**src/rtl/ddr3_pkg.sv**
```systemverilog
// Shared constants and FSM encoding for the DDR3 write-burst transmitter.
package ddr3_pkg;

  localparam int unsigned BURST_LEN = 8;
  localparam int unsigned DQ_W      = 16;
  localparam int unsigned PRE_CYC   = 2;
  localparam int unsigned IDX_W     = $clog2(BURST_LEN);

  typedef enum logic [2:0] {
    StIdle,
    StPre1,
    StPre2,
    StBurst,
    StPost
  } state_e;

endpackage

```
**src/rtl/ddr3_burst_serializer.sv**
```systemverilog
// 8:1 word select for the write burst; data-mask select when DDR3_TX_DM_EN is defined.
module ddr3_burst_serializer
  import ddr3_pkg::*;
(
  input  logic [BURST_LEN*DQ_W-1:0] data_i,
`ifdef DDR3_TX_DM_EN
  input  logic [BURST_LEN-1:0]      mask_i,
  output logic [1:0]                dm_o,
`endif
  input  logic [IDX_W-1:0]          idx_i,
  output logic [DQ_W-1:0]           word_o
);

  logic [DQ_W-1:0] words [BURST_LEN];

  always_comb begin
    for (int k = 0; k < BURST_LEN; k++) begin
      words[k] = data_i[k*DQ_W +: DQ_W];
    end
  end

  assign word_o = words[idx_i];

`ifdef DDR3_TX_DM_EN
  assign dm_o = {2{mask_i[idx_i]}};
`endif

endmodule

```
**src/rtl/ddr3_write_burst_tx.sv**
```systemverilog
// DDR3 write-burst transmitter: two-cycle preamble, 8-word DDR burst, one-cycle postamble.
// Optional data mask enabled with DDR3_TX_DM_EN.
module ddr3_write_burst_tx
  import ddr3_pkg::*;
(
  input  logic                      clk,
  input  logic                      reset,
  input  logic                      start,
  input  logic [BURST_LEN*DQ_W-1:0] din,
`ifdef DDR3_TX_DM_EN
  input  logic [BURST_LEN-1:0]      mask,
`endif
  output logic [DQ_W-1:0]           dq,
  output logic                      strobe,
  output logic                      dq_oe,
  output logic                      strobe_oe,
  output logic                      listen,
  output logic                      busy,
  output logic                      done
`ifdef DDR3_TX_DM_EN
  ,
  output logic [1:0]                dm
`endif
);

  state_e                    state_q, state_d;
  logic [IDX_W-1:0]          idx_q, idx_d;
  logic [BURST_LEN*DQ_W-1:0] data_q, data_d;

  logic [DQ_W-1:0] dq_q, dq_d;
  logic            strobe_q, strobe_d;
  logic            oe_q, oe_d;
  logic            listen_q, listen_d;
  logic            busy_q, busy_d;
  logic            done_q, done_d;
  logic [DQ_W-1:0] ser_word;

`ifdef DDR3_TX_DM_EN
  logic [BURST_LEN-1:0] mask_q, mask_d;
  logic [1:0]           dm_q, dm_d;
  logic [1:0]           ser_dm;
`endif

  ddr3_burst_serializer u_serializer (
    .data_i (data_q),
`ifdef DDR3_TX_DM_EN
    .mask_i (mask_q),
    .dm_o   (ser_dm),
`endif
    .idx_i  (idx_d),
    .word_o (ser_word)
  );

  always_comb begin
    state_d = state_q;
    idx_d   = idx_q;
    data_d  = data_q;
`ifdef DDR3_TX_DM_EN
    mask_d  = mask_q;
`endif
    unique case (state_q)
      StIdle: begin
        if (start) begin
          state_d = StPre1;
          data_d  = din;
`ifdef DDR3_TX_DM_EN
          mask_d  = mask;
`endif
        end
      end
      StPre1: state_d = StPre2;
      StPre2: begin
        state_d = StBurst;
        idx_d   = '0;
      end
      StBurst: begin
        if (idx_q == IDX_W'(BURST_LEN - 1)) begin
          state_d = StPost;
          idx_d   = '0;
        end else begin
          idx_d = idx_q + 1'b1;
        end
      end
      StPost:  state_d = StIdle;
      default: state_d = StIdle;
    endcase
  end

  // Outputs are decoded from the next state so each register shows the value for
  // the cycle it is entering, keeping every output a flop with no input-to-output path.
  always_comb begin
    dq_d     = '0;
    strobe_d = 1'b0;
    oe_d     = (state_d != StIdle);
    listen_d = (state_d == StPre2);
    busy_d   = (state_d != StIdle);
    done_d   = (state_d == StPost);
`ifdef DDR3_TX_DM_EN
    dm_d     = '0;
`endif
    if (state_d == StBurst) begin
      dq_d     = ser_word;
      strobe_d = ~idx_d[0];
`ifdef DDR3_TX_DM_EN
      dm_d     = ser_dm;
`endif
    end
  end

  always_ff @(posedge clk) begin
    if (reset) begin
      state_q  <= StIdle;
      idx_q    <= '0;
      data_q   <= '0;
      dq_q     <= '0;
      strobe_q <= 1'b0;
      oe_q     <= 1'b0;
      listen_q <= 1'b0;
      busy_q   <= 1'b0;
      done_q   <= 1'b0;
`ifdef DDR3_TX_DM_EN
      mask_q   <= '0;
      dm_q     <= '0;
`endif
    end else begin
      state_q  <= state_d;
      idx_q    <= idx_d;
      data_q   <= data_d;
      dq_q     <= dq_d;
      strobe_q <= strobe_d;
      oe_q     <= oe_d;
      listen_q <= listen_d;
      busy_q   <= busy_d;
      done_q   <= done_d;
`ifdef DDR3_TX_DM_EN
      mask_q   <= mask_d;
      dm_q     <= dm_d;
`endif
    end
  end

  assign dq        = dq_q;
  assign strobe    = strobe_q;
  assign dq_oe     = oe_q;
  assign strobe_oe = oe_q;
  assign listen    = listen_q;
  assign busy      = busy_q;
  assign done      = done_q;
`ifdef DDR3_TX_DM_EN
  assign dm        = dm_q;
`endif

endmodule

```
**config.mk**
```make
export PLATFORM = sky130hd
export DESIGN_NAME = ddr3_write_burst_tx
export DESIGN_NICKNAME = d
export VERILOG_FILES = /design/src/rtl/ddr3_pkg.sv /design/src/rtl/ddr3_burst_serializer.sv /design/src/rtl/ddr3_write_burst_tx.sv
export SDC_FILE = /design/constraint.sdc
export NUM_CORES = 1
export LEC_CHECK = 0
export CAP_MARGIN = 20
export CORE_ASPECT_RATIO = 1.2
export CORE_MARGIN = 4
export CORE_UTILIZATION = 49
export CTS_BUF_LIST = sky130_fd_sc_hd__clkbuf_4
export DETAILED_ROUTE_END_ITERATION = 6
export GPL_ROUTABILITY_DRIVEN = 1
export GPL_TIMING_DRIVEN = 0
export PLACE_DENSITY = 0.79
export SLEW_MARGIN = 10
export SYNTH_ARGS = -nofsm -noshare
export SYNTH_HDL_FRONTEND = slang
export SYNTH_HIERARCHICAL = 1
export SYNTH_SLANG_ARGS = --single-unit
```
**constraint.sdc**
```tcl
create_clock -name clk -period 6.96 [get_ports clk]
set_input_delay 2.088 -clock clk [delete_from_list [all_inputs] [get_ports clk]]
set_output_delay 2.088 -clock clk [all_outputs]
set_load 0.005 [all_outputs]
```
Word-level counts from Yosys, hierarchy flattened
Index checks and enable logic that the tools add are counted.
{ "word_totals": {"regBits": 154, "latchBits": 0, "ramBits": 0, "romBits": 0, "in_bits": 131, "word_cells": 32, "mem_count": 0} }
{ "op_classes": {"add_sub_neg": 1, "multipliers": 0, "div_mod_pow": 0, "order_cmp": 1, "n_eq_ne": 7, "n_shift": 0, "n_mux": 8, "bitwise_logic": 3, "n_reduce_logical": 4} }
{ "op_table": {"columns": ["op", "count"], "rows": [
  ["$bmux W16 S3", 1],
  ["$mux W16", 2],
  ["$eq A3 B2 Y1 const B", 4],
  ["$pmux W3 S4", 1],
  ["$mux W3", 3],
  ["$eq A3 B3 Y1 const B", 2],
  ["$pmux W3 S2", 1],
  ["$ge A4 B4 Y1 const B", 1],
  ["$not A3 Y4", 1],
  ["$add A3 B1 Y3 const B", 1],
  ["$eq A3 B1 Y1 const B", 1],
  ["$logic_not A3 Y1", 1],
  ["$reduce_bool A3 Y1", 1],
  ["$not A1 Y1", 2],
  ["$reduce_and A2 Y1", 1],
  ["$reduce_or A2 Y1", 1]
]} }

Longest topological paths before layout
Gate-level depths: netlist of run 1.
{ "logic_depth": {"ltp_word": 7, "depth_mapped": 9, "depth_no_buf": 7} }

Modules after synthesis
Netlist of run 1, hierarchy kept.
{ "modules_own_cells": {"columns": ["mod", "instances", "cells_each", "area_per_inst_um2", "seq_area_each_um2"], "rows": [
  ["ddr3_write_burst_tx", 1, 632, 5405.2, 3083.0],
  ["ddr3_burst_serializer", 1, 57, 1071.0, 0.0]
]} }

Worst setup path after synthesis of run 1
OpenSTA, ideal clock, no wires.
{ "synth_path": {"path_type": "input port to flip-flop", "startpoint": "input reset", "endpoint": "register data_q[100]", "t_arrival_ns": 2.971, "required_ns": 6.828, "path_slack_ns": 3.857, "cell_stages": 4, "path_buffers": 3, "path_cell_list": "clkbuf_1 -> clkbuf_1 -> clkbuf_1 -> a21oi_1"} }
{ "synth_rtl": {"columns": ["element", "line", "text"], "rows": [
  ["start, declared", "ddr3_write_burst_tx.sv:7", "input logic reset,"],
  ["end signal, assigned", "ddr3_write_burst_tx.sv:128", "data_q <= data_d;"],
  ["end, declared", "ddr3_write_burst_tx.sv:28", "logic [BURST_LEN*DQ_W-1:0] data_q, data_d;"]
]} }
No word-level cell between the ends.

==> results of run 1 <==
layout make-up:
class                      count  area share [%]
buffer                        57           5.381
multi-input combinational    477           34.56
antenna                        1         0.02949
inverter                       1         0.04423
tap                          164           2.418
clock inverter                12           1.754
sequential                   154           36.33
timing repair buffer         151           17.81
clock buffer                  19           1.681
state kept, by name, indices dropped and copies added, names as in the netlist:
register,count
listen,1
data_q,128
state_q,3
dq,16
busy,1
idx_q,3
done,1
strobe,1
per-layer routing:
layer | up-vias | part of all wire (%) | track usage, %
li1 | 2675 | - | -
met1 | 2645 | 40 | 28.74
met2 | 207 | 50 | 41.80
met3 | 49 | 6.4 | 4.829
met4 | 0 | 3.8 | 11.82
met5 | - | 0 | 0
tightest hold or removal path: stages, from the launching register on:
cell and delay [ps]:
dfxtp_1 330, nand2_1 50, a21oi_1 50
cell usage after synthesis (all sizes together):
cell	n
and2	17
o21ai	1
dfxtp	154
buf	37
or4b	1
ha	2
nand2	261
nor3b	2
o22ai	1
a21oi	130
nor3	2
nor4b	2
nor2b	2
o31a	1
nor2	2
mux2	17
inv	1
nand2b	1
clkbuf	20
nand4b	2
a31oi	1
mux4	32
power groups by stage:
stage | registers, mW | logic, mW | clock network [mW]
3_5_place_dp | 0.989 | 0.329 | 0
6_report | 0.970 | 0.333 | 0.564
4_1_cts | 0.969 | 0.331 | 0.565
5_1_grt | 0.975 | 0.360 | 0.602
3_3_place_gp | 0.985 | 0.320 | 0
2_1_floorplan | 0.973 | 0.196 | 0
worst max-delay path by stage:
| stage | end | depth (start not counted) | slack (ps) |
|---|---|---|---|
| 6_report | strobe_oe | 2 | 3370 |
| 5_1_grt | strobe_oe | 2 | 3270 |
| 4_1_cts | strobe_oe | 2 | 3320 |
| 3_5_place_dp | data_q[72] | 4 | 3050 |
| 3_3_place_gp | data_q[62] | 4 | 3140 |
| 2_1_floorplan | data_q[100] | 4 | 3860 |
kinds of logic (layout without fill, tap and decap cells):
| kind of cell | Yosys count | after routing |
|---|---|---|
| flops | 154 | 154 |
| compound gates | 134 | 134 |
| buf+inv | 58 | 240 |
| mux | 49 | 49 |
| other cells | 0 | 1 |
| fa+ha+maj | 2 | 2 |
| simple gates | 292 | 292 |
metrics by stage:
| stage | power (mW) | worst slack [ps] | instance area [µm²] |
|---|---|---|---|
| 3_3_place_gp | 1.304 | 3140 | 8193 |
| 5_1_grt | 1.937 | 3274 | 8487 |
| 6_report | 1.867 | 3367 | 8487 |
| 3_5_place_dp | 1.318 | 3051 | 8193 |
| 2_1_floorplan | 1.169 | 3857 | 6476 |
| 4_1_cts | 1.865 | 3317 | 8484 |
==> key figures, run 1 <==
Status
  • Status: complete, no violations

Yosys
  • Cells after synthesis: 689
  • Yosys top cell area share: 47.60%
  • Top post-synthesis cells by area: dfxtp_1 (48%), nand2_1 (15%), mux4_1 (11%), a21oi_1 (10%), buf_6 (4.3%)
  • Post-synthesis mux area share: 15.71%
  • Cell taking the most area after synthesis: dfxtp_1
  • Synth Area in Compound Gates: 10.45%
  • Post-Synth Simple-Gate Area: 18.74%
  • Synth Area in XOR/XNOR: 0%
  • Mapped cell area: 6476 µm²
  • Synth warn: 6
  • Seq/Total Area, Yosys: 47.60%
  • Post-Synthesis Net Count: 822
  • Largest family of logic cells by synthesized area: simple AND/OR/NAND/NOR gates
  • Mean Syn Cell Area: 9.399 µm²
  • Adder-Cell Fraction of Synth Area: 0.3864%
  • Yosys cell types: 29
  • Synthesis-stage register bit count: 154

STA
  • Period minus WS final: 3593 ps
  • Final setup viols: 0
  • Worst Hold Slack: 460.4 ps
  • Setup repair after global routing missed its margin: false
  • Normalized max-slew margin: 46.11%
  • Clk_skew: 19.81 ps
  • Max Slew Vio Count: 0
  • Sum of negative setup slack: 0 ps
  • Worst-Margin Slew: 808.4 ps
  • Endpoints failing hold: 0
  • Tcrit/Tclk final: 51.63%
  • Max Clock Freq: 278.3 MHz

Setup path
  • Critical path's slowest cell: clkdlybuf4s50_1
  • FF-to-FF End: dq[8]
  • Worst Setup SP: busy
  • Critical path's top delay family: buffers and inverters
  • Worst reg2reg startpoint: idx_q[0]
  • Reg2reg setup slack: 4090 ps
  • R2R depth: 9
  • Worst Path Buf+Inv: 2
  • Crit-path max FO: 3
  • Worst setup path category: flip-flop to output port
  • Startpoint types: flip-flop
  • Crit path DAT: 1510 ps
  • Critical path endpoint category: output port
  • CP Cell Sequence: buf_4 > clkdlybuf4s50_1
  • Slowest stage delay, CP: 490 ps
  • WP data required: 4870 ps

Finish
  • # fillers: 1019
  • Share of cells above drive strength 1: 10.33%
  • Commonest cells after routing, fill and taps aside: nand2_1 (261), dfxtp_1 (154), clkdlybuf4s50_1 (151)
  • Sequential Area: 3083 µm²
  • Final cell count without fillers: 1036
  • Multi-input logic area: 2933 µm²
  • Fin nets: 992
  • Most common cell after layout, fill and taps aside: nand2_1
  • Final core utilization: 66.40%
  • P&R area growth vs syn: 31.05%

Routing
  • Number of detailed-route iterations in the first pass: 5
  • Routed WL: 18.41 mm
  • Antenna Nets Post-Route: 0
  • 1st-iter DRT viols: 329
  • Per-cell routed wire length: 17.77 µm
  • Vias per inst: 5.382
  • Via count: 5576
  • DRC viols: 0

Placement
  • RD Place Congestion: 0.9157
  • Cell count after placement: 1004
  • DP Wirelength: 14.38 mm
  • Port buffer count: 151

Global route
  • Largest net degree at the start of global routing: 17
  • Vias in the first global route: 5616
  • First-pass GRT wire length: 28.06 mm
  • Global-route usage over all layers: 24.24%
  • Initial antenna violation count: 1
  • GRT overflow: 0

Clocking
  • Clk slew on worst S/H paths: 130 ps
  • Root Buffer: clkbuf_4
  • Post-CTS Hold Buffers: 0
  • Postcts setup bufs: 0
  • Max clock buf depth: 2
  • CTS buffer count: 17
  • CTS H-tree depth: 4
  • Clock sinks: 154
  • Post-CTS sizing: 0
  • CTS tree: done
  • Worst skew pair latency: 540 ps

Pwr
  • Clock share of power: 30.2%
  • Max rail drop VDD: 0.0001170 V
  • Psw: 0.4964 mW
  • Leakage: 3.239 nW
  • Reg power frac: 52.0%
  • Switching share of power: 26.59%
  • Combinational power share: 17.8%
  • Pwr dens: 220.0 nW/µm²
  • Int Power: 1.370 mW

Floorplanning
  • Vert. Die Dim: 133.9 µm
  • Io pins: 153
  • Core area: 12780 µm²
  • Die area: 15130 µm²
  • Die width: 112.9 µm
  • Starting density of the core: 50.67%
  • FP Rows: 45

Min path
  • Worst Hold Path EP: data_q[53]
  • Hold Startpoint: data_q[53]
  • Hold Path Cell Cnt: 2
  • Hold Path Class: flip-flop to flip-flop

Flow run
  • Max-Cap Viols: 0
Power figures use the tool's default switching activity.
==> inputs of run 2 (changes only) <==
- CORE_UTILIZATION: 49 -> 47
- clock period: 6.96 -> 3.1 ns (I/O delays scaled with it)
==> run 2 against run 1 <==
  * Via count is 2.8% lower
  * Critical endpoint is now dq[8]
  * First-iteration DRC count decreased by 15%
  * Core utilization decreased by 2.8 points
  * Sequential power up 120%
  * Power grew 120%
==> key figures, run 2 (synthesis results as in run 1) <==
Placement
  • Placement Cell Area: 8198 µm² (about the same)
  • Port buffer count: 151 (unchanged)
  • DP Wirelength: 13.66 mm (-5.0%)
  • RD Place Congestion: 0.8759 (-4.3%)

Floorplanning
  • Core area: 13350 µm² (+4.5%)
  • Die width: 115.2 µm (+2.0%)
  • Starting density of the core: 48.50% (-2.2 points)
  • Die area: 15730 µm² (+4.0%)
  • Io pins: 153 (unchanged)
  • Vert. Die Dim: 136.6 µm (+2.0%)
  • FP Rows: 46 (+2.2%)

Clocking
  • Post-CTS Hold Buffers: 0 (unchanged)
  • Max clock buf depth: 2 (unchanged)
  • CTS buffer count: 17 (unchanged)
  • CTS H-tree depth: 4 (unchanged)
  • Root Buffer: clkbuf_4
  • CTS tree: done
  • Worst skew pair latency: 540 ps (about the same)
  • Clock sinks: 154 (unchanged)
  • Clk slew on worst S/H paths: 120 ps (about the same)
  • Postcts setup bufs: 0 (unchanged)
  • Post-CTS sizing: 0 (unchanged)

Routing
  • Number of detailed-route iterations in the first pass: 5 (unchanged)
  • Vias per inst: 5.211 (-3.2%)
  • Routed WL: 17.72 mm (-3.8%)
  • DRC viols: 0 (unchanged)
  • 1st-iter DRT viols: 281 (-15%)
  • Per-cell routed wire length: 17.04 µm (-4.1%)
  • Antenna Nets Post-Route: 0 (unchanged)
  • Via count: 5419 (-2.8%)

STA
  • Sum of negative setup slack: 0 ps (unchanged)
  • Max Clock Freq: 353.8 MHz
  • Tcrit/Tclk final: 91.19%
  • Period minus WS final: 2827 ps
  • Max Slew Vio Count: 0 (unchanged)
  • Clk_skew: 15.35 ps (-4.466 ps)
  • Setup repair after global routing missed its margin: false
  • Final setup viols: 0 (unchanged)
  • Endpoints failing hold: 0 (unchanged)
  • Normalized max-slew margin: 56.57% (+10 points)
  • Worst-Margin Slew: 651.5 ps (-156.9 ps)

Setup path
  • R2R depth: 9 (unchanged)
  • Startpoint types: flip-flop
  • Critical path endpoint category: flip-flop
  • Worst setup path category: flip-flop to flip-flop
  • Crit path DAT: 3260 ps (+1750 ps)
  • Crit-path max FO: 10 (+7)
  • WP data required: 3540 ps (-1330 ps)

Status
  • Status: complete, no violations

Pwr
  • Max rail drop VDD: 0.0003115 V (+170%)
  • Leakage: 3.246 nW (+0.21%)
  • Pwr dens: 491.0 nW/µm² (+120%)

Finish
  • Commonest cells after routing, fill and taps aside: nand2_1 (261), dfxtp_1 (154), clkdlybuf4s50_1 (151)
  • Most flop-heavy register: data_q
  • Final core utilization: 63.58% (-2.8 points)
  • Most common cell after layout, fill and taps aside: nand2_1
  • Max FFs per register: 128 (unchanged)
  • Share of cells above drive strength 1: 10.56% (+0.23 points)
  • P&R area growth vs syn: 31.09% (about the same)
  • Final Instance Area: 8489 µm² (about the same)
  • Fin nets: 992 (unchanged)

Global route
  • Initial antenna violation count: 1 (unchanged)
  • GRT overflow: 0 (unchanged)
  • Global-route usage over all layers: 22.76% (-1.5 points)
  • Largest net degree at the start of global routing: 17 (unchanged)
  • First-pass GRT wire length: 26.85 mm (-4.3%)
  • Vias in the first global route: 5239 (-6.7%)

Min path
  • Hold Path Cell Cnt: 2 (unchanged)
  • Hold Path Class: flip-flop to flip-flop

Flow run
  • Max-Cap Viols: 0 (unchanged)
run 2: cell count changes in the layout (fill, tap and decap cells not counted):
cell / before / now
inv_6: 2 / 0
clkinv_2: 0 / 4
clkinvlp_4: 4 / 3
clkinv_1: 3 / 1
clkinv_4: 0 / 2
clkbuf_4: 19 / 18
run 2: path summary, 6_finish.rpt:
path                                   end  slack (ps)       start
worst min-delay path            data_q[25]         460  data_q[25]
worst max-delay path                 dq[8]         270    idx_q[0]
worst max register to register       dq[8]         270    idx_q[0]
worst min register to register  data_q[25]         460  data_q[25]
run 2: per-stage QoR:
stage	hold slack [ps]	std cells	setup slack [ps]	total power, mW
after floorplan	431.5	689	690.5	2.625
after global placement	437.1	1008	346.7	2.941
after detailed placement	443.6	1008	326.2	2.957
after CTS	461.2	1039	298.3	4.184
after global routing	474.4	1040	132.2	4.342
final	459.9	1040	273.3	4.168
run 2: area by class of cell:
| type | instances | area [µm²] |
|---|---|---|
| Clock inverter | 13 | 153.9 |
| Antenna cell | 1 | 2.502 |
| Buffer | 57 | 456.7 |
| Clock buffer | 18 | 135.1 |
| Multi-Input combinational cell | 477 | 2933 |
| Timing Repair Buffer | 151 | 1511 |
| Tap cell | 168 | 210.2 |
| Inverter | 1 | 3.754 |
| Sequential cell | 154 | 3083 |
| Fill cell | 1121 | 4863 |
run 2: worst max-delay path, stage by stage, from the launching register on:
cell and delay, ps:
dfxtp_1 350, ha_1 200, ha_1 220, nor3b_1 290, mux2_2 250, buf_6 130, buf_6 170, mux4_1 660
mux2_2 300, and2_1 130
run 2: routing by layer:
layer | wire [µm] | track usage (%)
met2 | 8910 | 38.87
met3 | 1057 | 4.556
met4 | 453 | 8.480
met5 | 0 | 0
met1 | 7297 | 28.37
run 2: power by group:
group          internal, mW  switching (mW)  leakage, nW  total [mW]
Sequential             2.10          0.0694         1.26        2.17
Combinational         0.405           0.342         1.84       0.747
Clock                 0.556           0.692        0.151        1.25
Total                  3.06            1.10         3.25        4.17
